<file path="config.mk">
export PLATFORM = sky130hd
export DESIGN_NAME = instr_decode_queue
export DESIGN_NICKNAME = d
export VERILOG_FILES = /design/src/rtl/instr_decode_queue.sv
export SDC_FILE = /design/constraint.sdc
export NUM_CORES = 1
export LEC_CHECK = 0
export BUFFER_PORTS_ARGS = -buffer_cell sky130_fd_sc_hd__buf_2
export CAP_MARGIN = 20
export CORE_ASPECT_RATIO = 2
export CORE_MARGIN = 8
export CORE_UTILIZATION = 58
export CTS_CLUSTER_SIZE = 14
export DETAILED_ROUTE_END_ITERATION = 7
export PLACE_DENSITY = 0.8
export SETUP_SLACK_MARGIN = 0.5
export SLEW_MARGIN = 20
export SYNTH_ARGS = -nofsm -noshare
export SYNTH_HDL_FRONTEND = slang
export SYNTH_SLANG_ARGS = --single-unit
</file>
<file path="constraint.sdc">
create_clock -name clk -period 3.8 [get_ports clk]
set_input_delay 0 -clock clk [delete_from_list [all_inputs] [get_ports clk]]
set_output_delay 0 -clock clk [all_outputs]
set_load 0.02 [all_outputs]
</file>
<file path="src/rtl/instr_decode_queue.sv">
// rtl/instr_decode_queue.sv - instruction queue that decodes MIPS words into order codes at push time
module instr_decode_queue #(
  parameter int DEPTH   = 4,
  parameter int ORDER_W = 7
) (
  input  logic                       clk,
  input  logic                       reset,
  input  logic                       flush,
  input  logic                       in_valid,
  input  logic [31:0]                in_instr,
  input  logic [31:0]                in_pc,
  output logic                       in_ready,
  output logic                       out_valid,
  input  logic                       out_ready,
  output logic [ORDER_W-1:0]         out_order,
  output logic [31:0]                out_instr,
  output logic [31:0]                out_pc,
  output logic                       out_ri,
  output logic [$clog2(DEPTH):0]     count
);

  localparam int PW = $clog2(DEPTH);
  localparam int CW = PW + 1;

  localparam logic [ORDER_W-1:0] ORD_NOP   = ORDER_W'(0);
  localparam logic [ORDER_W-1:0] ORD_SLL   = ORDER_W'(1);
  localparam logic [ORDER_W-1:0] ORD_SRL   = ORDER_W'(2);
  localparam logic [ORDER_W-1:0] ORD_SRA   = ORDER_W'(3);
  localparam logic [ORDER_W-1:0] ORD_SLLV  = ORDER_W'(4);
  localparam logic [ORDER_W-1:0] ORD_SRLV  = ORDER_W'(5);
  localparam logic [ORDER_W-1:0] ORD_SRAV  = ORDER_W'(6);
  localparam logic [ORDER_W-1:0] ORD_JR    = ORDER_W'(7);
  localparam logic [ORDER_W-1:0] ORD_JALR  = ORDER_W'(8);
  localparam logic [ORDER_W-1:0] ORD_MFHI  = ORDER_W'(9);
  localparam logic [ORDER_W-1:0] ORD_MTHI  = ORDER_W'(10);
  localparam logic [ORDER_W-1:0] ORD_MFLO  = ORDER_W'(11);
  localparam logic [ORDER_W-1:0] ORD_MTLO  = ORDER_W'(12);
  localparam logic [ORDER_W-1:0] ORD_MULT  = ORDER_W'(13);
  localparam logic [ORDER_W-1:0] ORD_MULTU = ORDER_W'(14);
  localparam logic [ORDER_W-1:0] ORD_DIV   = ORDER_W'(15);
  localparam logic [ORDER_W-1:0] ORD_DIVU  = ORDER_W'(16);
  localparam logic [ORDER_W-1:0] ORD_ADD   = ORDER_W'(17);
  localparam logic [ORDER_W-1:0] ORD_ADDU  = ORDER_W'(18);
  localparam logic [ORDER_W-1:0] ORD_SUB   = ORDER_W'(19);
  localparam logic [ORDER_W-1:0] ORD_SUBU  = ORDER_W'(20);
  localparam logic [ORDER_W-1:0] ORD_AND   = ORDER_W'(21);
  localparam logic [ORDER_W-1:0] ORD_OR    = ORDER_W'(22);
  localparam logic [ORDER_W-1:0] ORD_XOR   = ORDER_W'(23);
  localparam logic [ORDER_W-1:0] ORD_NOR   = ORDER_W'(24);
  localparam logic [ORDER_W-1:0] ORD_SLT   = ORDER_W'(25);
  localparam logic [ORDER_W-1:0] ORD_SLTU  = ORDER_W'(26);
  localparam logic [ORDER_W-1:0] ORD_BLTZ  = ORDER_W'(27);
  localparam logic [ORDER_W-1:0] ORD_BGEZ  = ORDER_W'(28);
  localparam logic [ORDER_W-1:0] ORD_J     = ORDER_W'(29);
  localparam logic [ORDER_W-1:0] ORD_JAL   = ORDER_W'(30);
  localparam logic [ORDER_W-1:0] ORD_BEQ   = ORDER_W'(31);
  localparam logic [ORDER_W-1:0] ORD_BNE   = ORDER_W'(32);
  localparam logic [ORDER_W-1:0] ORD_BLEZ  = ORDER_W'(33);
  localparam logic [ORDER_W-1:0] ORD_BGTZ  = ORDER_W'(34);
  localparam logic [ORDER_W-1:0] ORD_ADDI  = ORDER_W'(35);
  localparam logic [ORDER_W-1:0] ORD_ADDIU = ORDER_W'(36);
  localparam logic [ORDER_W-1:0] ORD_SLTI  = ORDER_W'(37);
  localparam logic [ORDER_W-1:0] ORD_SLTIU = ORDER_W'(38);
  localparam logic [ORDER_W-1:0] ORD_ANDI  = ORDER_W'(39);
  localparam logic [ORDER_W-1:0] ORD_ORI   = ORDER_W'(40);
  localparam logic [ORDER_W-1:0] ORD_XORI  = ORDER_W'(41);
  localparam logic [ORDER_W-1:0] ORD_LUI   = ORDER_W'(42);
  localparam logic [ORDER_W-1:0] ORD_LB    = ORDER_W'(43);
  localparam logic [ORDER_W-1:0] ORD_LH    = ORDER_W'(44);
  localparam logic [ORDER_W-1:0] ORD_LW    = ORDER_W'(45);
  localparam logic [ORDER_W-1:0] ORD_LBU   = ORDER_W'(46);
  localparam logic [ORDER_W-1:0] ORD_LHU   = ORDER_W'(47);
  localparam logic [ORDER_W-1:0] ORD_SB    = ORDER_W'(48);
  localparam logic [ORDER_W-1:0] ORD_SH    = ORDER_W'(49);
  localparam logic [ORDER_W-1:0] ORD_SW    = ORDER_W'(50);

  logic [ORDER_W-1:0] mem_order [DEPTH];
  logic               mem_ri    [DEPTH];
  logic [31:0]        mem_instr [DEPTH];
  logic [31:0]        mem_pc    [DEPTH];

  logic [PW-1:0]      wr_ptr;
  logic [PW-1:0]      rd_ptr;
  logic               push;
  logic               pop;
  logic [ORDER_W-1:0] dec_order;
  logic               dec_ri;
  logic [5:0]         opcode;
  logic [5:0]         funct;
  logic [4:0]         rt;

  assign opcode = in_instr[31:26];
  assign funct  = in_instr[5:0];
  assign rt     = in_instr[20:16];

  always_comb begin
    dec_order = ORD_NOP;
    dec_ri    = 1'b0;
    case (opcode)
      6'd0: begin
        case (funct)
          6'd0:  dec_order = ORD_SLL;
          6'd2:  dec_order = ORD_SRL;
          6'd3:  dec_order = ORD_SRA;
          6'd4:  dec_order = ORD_SLLV;
          6'd6:  dec_order = ORD_SRLV;
          6'd7:  dec_order = ORD_SRAV;
          6'd8:  dec_order = ORD_JR;
          6'd9:  dec_order = ORD_JALR;
          6'd16: dec_order = ORD_MFHI;
          6'd17: dec_order = ORD_MTHI;
          6'd18: dec_order = ORD_MFLO;
          6'd19: dec_order = ORD_MTLO;
          6'd24: dec_order = ORD_MULT;
          6'd25: dec_order = ORD_MULTU;
          6'd26: dec_order = ORD_DIV;
          6'd27: dec_order = ORD_DIVU;
          6'd32: dec_order = ORD_ADD;
          6'd33: dec_order = ORD_ADDU;
          6'd34: dec_order = ORD_SUB;
          6'd35: dec_order = ORD_SUBU;
          6'd36: dec_order = ORD_AND;
          6'd37: dec_order = ORD_OR;
          6'd38: dec_order = ORD_XOR;
          6'd39: dec_order = ORD_NOR;
          6'd42: dec_order = ORD_SLT;
          6'd43: dec_order = ORD_SLTU;
          default: dec_ri = 1'b1;
        endcase
      end
      6'd1: begin
        case (rt)
          5'd0:  dec_order = ORD_BLTZ;
          5'd1:  dec_order = ORD_BGEZ;
          default: dec_ri = 1'b1;
        endcase
      end
      6'd2:  dec_order = ORD_J;
      6'd3:  dec_order = ORD_JAL;
      6'd4:  dec_order = ORD_BEQ;
      6'd5:  dec_order = ORD_BNE;
      6'd6:  dec_order = ORD_BLEZ;
      6'd7:  dec_order = ORD_BGTZ;
      6'd8:  dec_order = ORD_ADDI;
      6'd9:  dec_order = ORD_ADDIU;
      6'd10: dec_order = ORD_SLTI;
      6'd11: dec_order = ORD_SLTIU;
      6'd12: dec_order = ORD_ANDI;
      6'd13: dec_order = ORD_ORI;
      6'd14: dec_order = ORD_XORI;
      6'd15: dec_order = ORD_LUI;
      6'd32: dec_order = ORD_LB;
      6'd33: dec_order = ORD_LH;
      6'd35: dec_order = ORD_LW;
      6'd36: dec_order = ORD_LBU;
      6'd37: dec_order = ORD_LHU;
      6'd40: dec_order = ORD_SB;
      6'd41: dec_order = ORD_SH;
      6'd43: dec_order = ORD_SW;
      default: dec_ri = 1'b1;
    endcase
  end

  // in_ready depends on occupancy only, so a full queue never accepts even while popping
  assign in_ready  = (count < CW'(DEPTH));
  assign out_valid = (count != '0);
  assign push      = in_valid && in_ready;
  assign pop       = out_valid && out_ready;

  always_ff @(posedge clk) begin
    if (!reset || flush) begin
      count  <= '0;
      wr_ptr <= '0;
      rd_ptr <= '0;
    end else begin
      if (push) wr_ptr <= wr_ptr + 1'b1;
      if (pop)  rd_ptr <= rd_ptr + 1'b1;
      case ({push, pop})
        2'b10:   count <= count + 1'b1;
        2'b01:   count <= count - 1'b1;
        default: count <= count;
      endcase
    end
  end

  // Entry storage is never cleared; only occupancy state is reset
  always_ff @(posedge clk) begin
    if (push) begin
      mem_order[wr_ptr] <= dec_order;
      mem_ri[wr_ptr]    <= dec_ri;
      mem_instr[wr_ptr] <= in_instr;
      mem_pc[wr_ptr]    <= in_pc;
    end
  end

  assign out_order = reset ? mem_order[rd_ptr] : ORD_NOP;
  assign out_ri    = reset ? mem_ri[rd_ptr]    : 1'b0;
  assign out_instr = reset ? mem_instr[rd_ptr] : 32'd0;
  assign out_pc    = reset ? mem_pc[rd_ptr]    : 32'd0;

endmodule
</file>
==> results of run 1 <==
==> synth_stat cells, drive strengths merged (2+ instances only) <==
library cell / n
a21oi: 14
a31oi: 2
and2: 79
and2b: 3
buf: 22
clkbuf: 18
dfxtp: 9
edfxtp: 284
ha: 5
inv: 12
mux4: 71
nand2: 11
nand2b: 3
nand3: 4
nand4: 3
nor2: 17
nor2b: 6
nor3: 7
nor4: 3
o211ai: 2
o21a: 3
o21ai: 12
o22ai: 2
or3: 4
xnor2: 5
xor2: 4
==> final timing paths <==
path,startpoint,end,slack (ns),depth (start not counted)
setup / recovery,flop,out_instr[21],1.20,4
hold / removal,in_valid,wr_ptr[1],0.05,4
setup reg to reg,count[2],mem_order[2][3],1.61,2
hold reg to reg,rd_ptr[1],rd_ptr[1],0.53,2
==> per-stage QoR <==
stage                     hold WS (ns)  setup WS, ns  util [%]  instance area [µm²]
after floorplan                 0.0989         0.918         -                11800
after CTS                       0.0308          1.14      69.6                14100
final                           0.0511          1.20      69.7                14100
after detailed placement         0.222          1.59      62.9                12700
after global placement           0.211          1.73      62.9                12700
after global routing            0.0900          1.03      69.7                14100
==> state kept, by name (all words and copies together) (netlist names), named ones only <==
signal and flops:
mem_instr 128, mem_pc 128, mem_order 24, mem_ri 4
count 3, rd_ptr 2, wr_ptr 2
==> metal layers <==
layer | vias to the layer above | global-route usage (%) | part of all wire, %
li1 | 2851 | - | -
met1 | 3194 | 22.8 | 36
met2 | 215 | 33.4 | 54
met3 | 54 | 2.55 | 5.5
met4 | 0 | 8.77 | 4.0
met5 | - | 0 | 0
==> what timing repair did <==
action / CTS / global route
endpoints found under the setup margin: 0 / 0
buffers inserted: 0 / 0
hold buffers: 67 / 0
hold endpoints to repair: 265 / 0
==> final cells by class <==
class	instances	area, µm²	area share (%)
Clock inverter	2	12.5	0.0885
Clock buffer	37	681	4.81
Inverter	12	45.0	0.319
Multi-Input combinational cell	277	2910	20.6
Sequential cell	293	8720	61.6
Timing Repair Buffer	214	1450	10.2
Tap cell	266	333	2.35
==> power breakdown <==
group | leakage [nW] | switching [mW] | internal (mW)
clock network | 0.334 | 1.02 | 1.23
logic | 1.81 | 0.295 | 0.230
registers | 2.69 | 0.0260 | 3.64
total | 4.84 | 1.34 | 5.10
==> cell families (layout without fill, tap and decap cells) <==
group / Yosys count / count (layout) / synth area share, %
simple gates: 143 / 143 / 7.03
xor+xnor: 9 / 9 / 0.666
buf+inv: 52 / 265 / 1.98
other cells: 1 / 1 / 0.0317
flops: 293 / 293 / 73.5
compound gates: 45 / 45 / 2.38
mux: 72 / 72 / 13.6
fa+ha+maj: 7 / 7 / 0.782
==> worst register-to-register path, stage by stage (launching register included) <==
cell	delay (ns)
dfxtp_1	0.35
nor2b_1	0.45
and2_4	0.94
==> flow_summary.json, run 1 <==
{
  "status": "complete, no violations",
  "cts.sinks": 293,
  "mostFrequentLayoutCells": "edfxtp_1 (284), buf_2 (144), and2_1 (75), mux4_2 (71), dlygate4sd3_1 (67)",
  "power.total_mw": 6.43,
  "ios": 146,
  "drive_gt1_share_pct": 30.5,
  "worstPathRequired_ns": 3.80,
  "start_util_pct": 58.4,
  "synthTopCellsByArea": "edfxtp_1 (72%), mux4_2 (14%), and2_1 (4.2%)",
  "dr.pass1.iters": 5,
  "worst_pin_slew_ns": 1.06,
  "clock.fmax_mhz": 385,
  "yosys_warnings": 0,
  "synth_edf_count": 284,
  "syn_area_um2": 11800,
  "n_antenna_cell": 0,
  "hpwlAfterDp_um": 14200,
  "path_delay_family": "flip-flops",
  "numPlacedInstances": 994,
  "setup_viol": 0,
  "cts_buffers": 25,
  "drtAntennaViolNets": 0,
  "fin_skew_ns": 0.0121,
  "yosysUniqueCellTypes": 51,
  "drc_errors": 0,
  "final-max-slew-violation-count": 0,
  "globalplace.congestion": 0.846,
  "wl_per_cell_um": 21.7,
  "grt_max_degree": 72,
  "wirelength_um": 23900,
  "coreArea_um2": 20300,
  "tns_ns": 0,
  "worstSkewPairLatency_ns": 0.52,
  "routed-via-count": 6314,
  "final_nets": 898,
  "drv_cap": 0,
  "avgViaCountPerCell": 5.73,
  "antenna_found_initial": 0,
  "die_w_um": 117,
  "synth_flop_cell": "edfxtp_1",
  "worstSetupPathType": "flop to output pin",
  "yosys.area.top_type": "edfxtp_1",
  "min_period_over_period_pct": 68.4,
  "hold_viol_final": 0,
  "grt_overflow": 0,
  "synth_top_area_share_pct": 72.0,
  "layout_commonest_cell": "edfxtp_1",
  "fin_cells": 1101,
  "syn_inst": 622,
  "syn_avg_cell_area_um2": 19.0,
  "cpMaxStageDelayCell": "dfxtp_4",
  "p_leak_nw": 4.84,
  "die-area_um2": 25500,
  "path_buf_inv": 2,
  "row_count": 74,
  "yosysSeqAreaShare_pct": 73.5,
  "cp_max_fo": 48,
  "die_y_um": 218,
  "path_cells": "buf_12 > mux4_2 > and2_1 > buf_2",
  "crit_path_start_kind": "flop",
  "synthesis.nets": 697,
  "max-slew-margin-rel_pct": 29.2,
  "async_reset_ff_share_pct": 0,
  "cts_resized": 0,
  "fill_cells": 1299,
  "drt_iter0_drc": 431,
  "track_usage_pct": 19.2,
  "cts-root-buf": "clkbuf_16",
  "io_buffers": 144,
  "cts_buffer_depth": 3,
  "area_growth_pct": 19.4,
  "grt_pass1_wl_um": 36600,
  "worst_setup_path_end_kind": "output pin",
  "tritoncts": "built",
  "clk_pin_slew_ns": 0.07,
  "critical_path_arrival_ns": 2.60,
  "htree_levels": 1,
  "ys_seq_elements": 293,
  "grt_pass1_vias": 6684,
  "rsz0062_at_grt": "no",
  "hold_path.class": "primary input to flop",
  "power_density_nw_per_um2": 455,
  "fin_crit_ns": 2.60,
  "crit_path_max_incr_delay_ns": 0.67,
  "vdd_drop_max_uv": 307
}
Note: power is estimated with default switching activity, not from simulation.
==> run 2, diff against run 1 <==
- ABC_AREA: unset -> 1
- clock period: 3.8 -> 2.7 ns (I/O delays scaled with it)
==> run 2 against run 1 <==
  * Global-route usage up 2.8 points
  * Critical endpoint is now out_pc[0]
  * Via count up 40%
  * Sequential share of layout area fell by 2.4 points
  * Final cell count is 42% higher
==> flow_summary.json, run 2 <==
{
  "tns_ns": 0,
  "crit_path_start_kind": "flop",
  "worst_setup_path_end_kind": "output pin",
  "clk_pin_slew_ns": 0.06,
  "r2r-end": "count[2]",
  "die-area_um2": 26200,
  "synth_flop_cell": "edfxtp_1",
  "yosys.area.top_type": "edfxtp_1",
  "cp_max_fo": 66,
  "synthTopCellsByArea": "edfxtp_1 (70%), nor2_1 (10%), o21ai_0 (6.3%)",
  "wl_per_cell_um": 18.7,
  "drive_gt1_share_pct": 16.6,
  "hpwlAfterDp_um": 17400,
  "globalplace.congestion": 0.870,
  "layout_commonest_cell": "nor2_1",
  "drtAntennaViolNets": 0,
  "cts_buffers": 25,
  "final-max-slew-violation-count": 0,
  "critical_path_arrival_ns": 2.06,
  "top_regs": "mem_instr x128, mem_pc x128, mem_order x24",
  "synth_top_area_share_pct": 70.0,
  "grt_overflow": 0,
  "track_usage_pct": 22.0,
  "post-route-util_pct": 70.6,
  "syn_inst": 1079,
  "hp-start": "reset",
  "die_y_um": 221,
  "max-slew-margin-rel_pct": 50.3,
  "worstPathRequired_ns": 2.70,
  "grt_pass1_wl_um": 45700,
  "yosysUniqueCellTypes": 29,
  "fin_crit_ns": 2.06,
  "postLayoutSetupSlackWorst_ns": 0.637,
  "cts-root-buf": "clkbuf_16",
  "yosys_warnings": 0,
  "async_reset_ff_share_pct": 0,
  "ios": 146,
  "worstSkewPairLatency_ns": 0.53,
  "hold_end": "count[0]",
  "grt_pass1_vias": 8984,
  "worstSetupPathType": "flop to output pin",
  "synth_common_cells": "nor2_1 (328), edfxtp_1 (284), o21ai_0 (153), a21oi_1 (78), nand2_1 (63)",
  "yosysSeqAreaShare_pct": 71.5,
  "gr-max-usage-layer": "met2",
  "min_path_cells": 3,
  "min_period_over_period_pct": 76.4,
  "mostFrequentLayoutCells": "nor2_1 (324), edfxtp_1 (284), o21ai_0 (152), buf_2 (144), a21oi_1 (76)",
  "synthesis.nets": 1154,
  "power_density_nw_per_um2": 632,
  "ys_seq_elements": 293,
  "clock.fmax_mhz": 485,
  "syn_avg_cell_area_um2": 11.3,
  "vdd_drop_max_uv": 585,
  "p_leak_nw": 5.57,
  "grt_use_met1_pct": 22.8,
  "syn_area_um2": 12200,
  "drc_errors": 0,
  "avgViaCountPerCell": 5.67,
  "row_count": 75,
  "wirelength_um": 29200,
  "grt_max_degree": 77,
  "routed-via-count": 8863,
  "fin_skew_ns": 0.00818,
  "rsz0062_at_grt": "no",
  "tritoncts": "built",
  "dr.pass1.iters": 5,
  "antenna_found_initial": 1,
  "synth_edf_count": 284,
  "r2r_start": "count[0]",
  "hold_path.class": "primary input to flop",
  "yosys.cell_count.top_type": "nor2_1",
  "cts.sinks": 293,
  "worst_pin_slew_ns": 0.746,
  "hold_viol_final": 0,
  "io_buffers": 144,
  "area_growth_pct": 20.7,
  "dpl_worst_slack_ns": 0.812,
  "final_nets": 1357,
  "start_util_pct": 58.5,
  "met3_usage_pct": 3.21,
  "drv_cap": 0,
  "setup_viol": 0,
  "ff2ff_path_depth": 11,
  "cts_buffer_depth": 3,
  "coreArea_um2": 20800,
  "whs_ns": 0.164,
  "htree_levels": 1,
  "die_w_um": 119,
  "drt_iter0_drc": 686,
  "met2_usage_pct": 41.7,
  "status": "complete, no violations",
  "rrSetupSlack_ns": 0.85
}
## run 2: changes by cell type in the layout (fill, tap and decap cells not counted), moves of 26 or more
cell	delta
a21oi_1	+62
nand2_1	+51
nand3_1	+32
and2_1	-75
mux4_2	-71
nor2_1	+307
o21ai_0	+141
inv_1	+26
## run 2: routing by layer
| metal | share of wire (%) | vias up |
|---|---|---|
| li1 | - | 4157 |
| met3 | 5.2 | 78 |
| met5 | 0 | - |
| met1 | 36 | 4303 |
| met2 | 55 | 325 |
| met4 | 4.0 | 0 |
## run 2: metrics by stage
| stage | cell area [µm²] | total power, mW | std cells |
|---|---|---|---|
| 6_report | 14700 | 9.30 | 1564 |
| 2_1_floorplan | 12200 | 5.70 | 1079 |
| 5_1_grt | 14700 | 9.61 | 1564 |
| 3_5_place_dp | 13200 | 6.02 | 1455 |
| 4_1_cts | 14700 | 9.36 | 1562 |
| 3_3_place_gp | 13200 | 6.00 | 1455 |
## run 2: logic make-up after synthesis
logic type               share of synthesized area (%)
other                                           0.0308
AO/OA/AOI/OAI                                     9.80
buffers and inverters                             3.30
adder cells (fa/ha/maj)                          0.678
flip-flops                                        71.5
AND/OR/NAND/NOR                                   14.7
## run 2: critical path: stages (launching register included)
cell and delay [ns]:
dfxtp_4 0.41, clkinv_2 0.10, buf_8 0.32, o21ai_0 0.20
a21oi_2 0.28, buf_2 0.22
## run 2: worst max-delay path by stage
stage,cells after the start,to,start,slack [ns]
finish,5,out_pc[0],flop,0.64
global route,6,out_instr[4],flop,0.52
CTS,6,out_pc[0],flop,0.50
detailed placement,6,out_instr[10],flop,0.81
global placement,6,out_instr[10],flop,0.78
floorplan,3,mem_instr[0][0],count[2],0.52
## run 2: where the power goes
part / internal (mW) / switching [mW]
combinational: 0.288 / 0.555
sequential: 5.14 / 0.0340
clock: 1.84 / 1.44
## run 2: what timing repair did
action                     in CTS  in global routing
hold buffers                   67                  0
resized for setup               8                  5
setup endpoints to repair      49                 19
gates cloned                    0                  0
pin swaps                       0                  0
hold endpoints to repair      269                  0
buffers inserted                1                  1
## run 2: area by class of cell
| class | count | area, µm² |
|---|---|---|
| Sequential cell | 293 | 8720 |
| Fill cell | 1462 | 6120 |
| Multi-Input combinational cell | 690 | 3120 |
| Timing Repair Buffer | 230 | 1650 |
| Clock buffer | 37 | 691 |
| Tap cell | 269 | 337 |
| Inverter | 42 | 159 |
| Clock inverter | 2 | 33.8 |
| Antenna cell | 1 | 2.50 |
==> run 3, diff against run 2 <==
- clock period: 2.7 -> 1.9 ns (I/O delays scaled with it)
==> run 3 against run 2 <==
  * The flow now finishes with violations (negative setup slack)
  * Power is 49% higher
  * Register-to-register slack got worse by 0.92 ns
  * Via count rose by 17%
  * Sequential cell count is the same
  * Clock power rose by 40%
  * Global-route usage increased by 3.4 points
  * Utilization grew 13 points
  * Worst setup slack lost 0.85 ns
  * Clock skew increased by 0.0036 ns
  * First-iteration DRC count up 69%
  * Design area grew 19%
  * Combinational power grew 120%
  * Critical path type unchanged
  * Largest cell class unchanged
==> flow_summary.json, run 3 (synthesized netlist as in run 2, its figures left out) <==
{
  "clk_pin_slew_ns": 0.07,
  "drv_cap": 0,
  "cts.sinks": 293,
  "dr.pass1.iters": 5,
  "die_y_um": 221,
  "track_usage_pct": 25.4,
  "hpwlAfterDp_um": 18800,
  "die-area_um2": 26200,
  "wl_per_cell_um": 25.2,
  "hp-start": "in_instr[31]",
  "mostFrequentLayoutCells": "edfxtp_1 (284), nor2_1 (271), o21ai_1 (91), buf_4 (81), buf_2 (71)",
  "max-slew-margin-rel_pct": 57.9,
  "fin_cells": 1672,
  "routed-via-count": 10300,
  "grt_pass1_vias": 9486,
  "worstSkewPairLatency_ns": 0.54,
  "worstSetupPathType": "flop to output pin",
  "crit_path_start_kind": "flop",
  "r2r-end": "count[2]",
  "cpMaxStageDelayCell": "dfxtp_4",
  "wirelength_um": 42200,
  "final_nets": 1462,
  "vdd_drop_max_uv": 816,
  "numPlacedInstances": 1474,
  "cp_max_fo": 10,
  "hold_end": "mem_order[3][5]",
  "rsz0062_at_grt": "yes",
  "grt_max_degree": 54,
  "drt_iter0_drc": 1157,
  "rrSetupSlack_ns": -0.07,
  "cts-root-buf": "clkbuf_16",
  "worst_setup_path_end_kind": "output pin",
  "worst_pin_slew_ns": 0.629,
  "drc_errors": 0,
  "htree_levels": 1,
  "cts_buffer_depth": 3,
  "drive_gt1_share_pct": 30.7,
  "fin_skew_ns": 0.0117,
  "worstPathRequired_ns": 1.90,
  "path_delay_family": "buffers and inverters",
  "swShare_pct": 24.0,
  "grt_overflow": 0,
  "top_regs": "mem_instr x128, mem_pc x128, mem_order x24",
  "power_density_nw_per_um2": 795,
  "layout_commonest_cell": "edfxtp_1",
  "row_count": 75,
  "clock_power_share_pct": 33.2,
  "r2r_start": "count[0]",
  "final-max-slew-violation-count": 0,
  "place_area_um2": 13500,
  "ios": 146,
  "p_sw_mw": 3.33,
  "ff2ff_path_depth": 11,
  "hold_path.class": "primary input to flop",
  "intPower_mw": 10.5,
  "pwr-share-seq_pct": 53.3,
  "area_growth_pct": 43.0,
  "coreArea_um2": 20800,
  "antenna_found_initial": 5,
  "finish.instance_area_um2": 17400,
  "path_buf_inv": 4,
  "die_w_um": 119,
  "cts_buffers": 25,
  "start_util_pct": 58.5,
  "clock.fmax_mhz": 473,
  "path_cells": "buf_16 > buf_6 > buf_16 > nor2_1 > nor2_1 > o21ai_0 > a21oi_1 > buf_4",
  "status": "complete, but fails checks",
  "min_path_cells": 4,
  "violations": "negative setup slack",
  "critical_path_arrival_ns": 2.11,
  "crit_path_max_incr_delay_ns": 0.39,
  "power.share.combinational_pct": 13.5,
  "p_leak_nw": 6.58,
  "grt_pass1_wl_um": 51800,
  "fin_crit_ns": 2.11,
  "min_period_over_period_pct": 111,
  "globalplace.congestion": 0.884,
  "tritoncts": "built",
  "drtAntennaViolNets": 0,
  "setup_viol": 58,
  "postLayoutSetupSlackWorst_ns": -0.212,
  "avgViaCountPerCell": 6.18,
  "io_buffers": 144,
  "hold_viol_final": 0
}
## run 3: per-layer routing
metal | part of all wire, % | global-route usage (%)
met1 | 31 | 25.7
met2 | 53 | 47.4
met3 | 8.7 | 3.70
met4 | 7.0 | 15.8
met5 | 0 | 0
## run 3: final cells by class
type | count | area (µm²)
timing repair buffer | 335 | 3910
multi-input combinational | 690 | 3570
fill | 953 | 3400
antenna | 5 | 12.5
clock inverter | 3 | 17.5
sequential | 293 | 8730
tap | 269 | 337
clock buffer | 35 | 663
inverter | 42 | 198
## run 3: worst reg2reg max path, stage by stage (launching register included)
cell,delay [ns]
dfxtp_2,0.40
inv_4,0.06
nand3_4,0.08
nand2_2,0.07
inv_4,0.07
ha_4,0.13
inv_2,0.05
fa_2,0.38
a21oi_2,0.16
o21a_1,0.19
o21ai_1,0.12
a21oi_1,0.18
## run 3: through the flow
stage               worst slack (ns)  setup TNS, ns  power, mW  util, %  hold slack, ns
finish                        -0.212          -5.42       13.9     83.7           0.119
floorplan                     -0.137         -37.38       8.11        -          0.0787
CTS                          -0.0830          -2.11       13.3     76.6          0.0723
global route                  -0.307          -9.25       14.2     83.7           0.147
global placement              0.0789              0       8.56     64.7           0.181
detailed placement            0.0385              0       8.59     64.7           0.187
## run 3: power by group through the flow
stage / sequential [mW] / combinational (mW) / clock, mW
2_1_floorplan: 7.48 / 0.625 / 0
3_3_place_gp: 7.47 / 1.09 / 0
3_5_place_dp: 7.48 / 1.11 / 0
4_1_cts: 7.35 / 1.49 / 4.50
5_1_grt: 7.39 / 1.96 / 4.83
6_report: 7.38 / 1.87 / 4.61
## run 3: timing repair
action,in CTS,in global routing
hold endpoints to repair,269,0
resized for setup,208,205
gates cloned,15,32
hold buffers,67,0
endpoints found under the setup margin,192,367
buffers inserted,19,22
pin swaps,52,95
## run 3: how the worst max path moves through the flow
stage | from | end | slack [ns] | cells after the start
after global placement | count[0] | count[2] | 0.08 | 11
final | flop | out_instr[11] | -0.21 | 8
after floorplan | count[2] | mem_instr[0][0] | -0.14 | 3
after detailed placement | count[1] | count[2] | 0.04 | 11
after CTS | flop | out_instr[9] | -0.08 | 9
after global routing | flop | out_instr[11] | -0.31 | 8
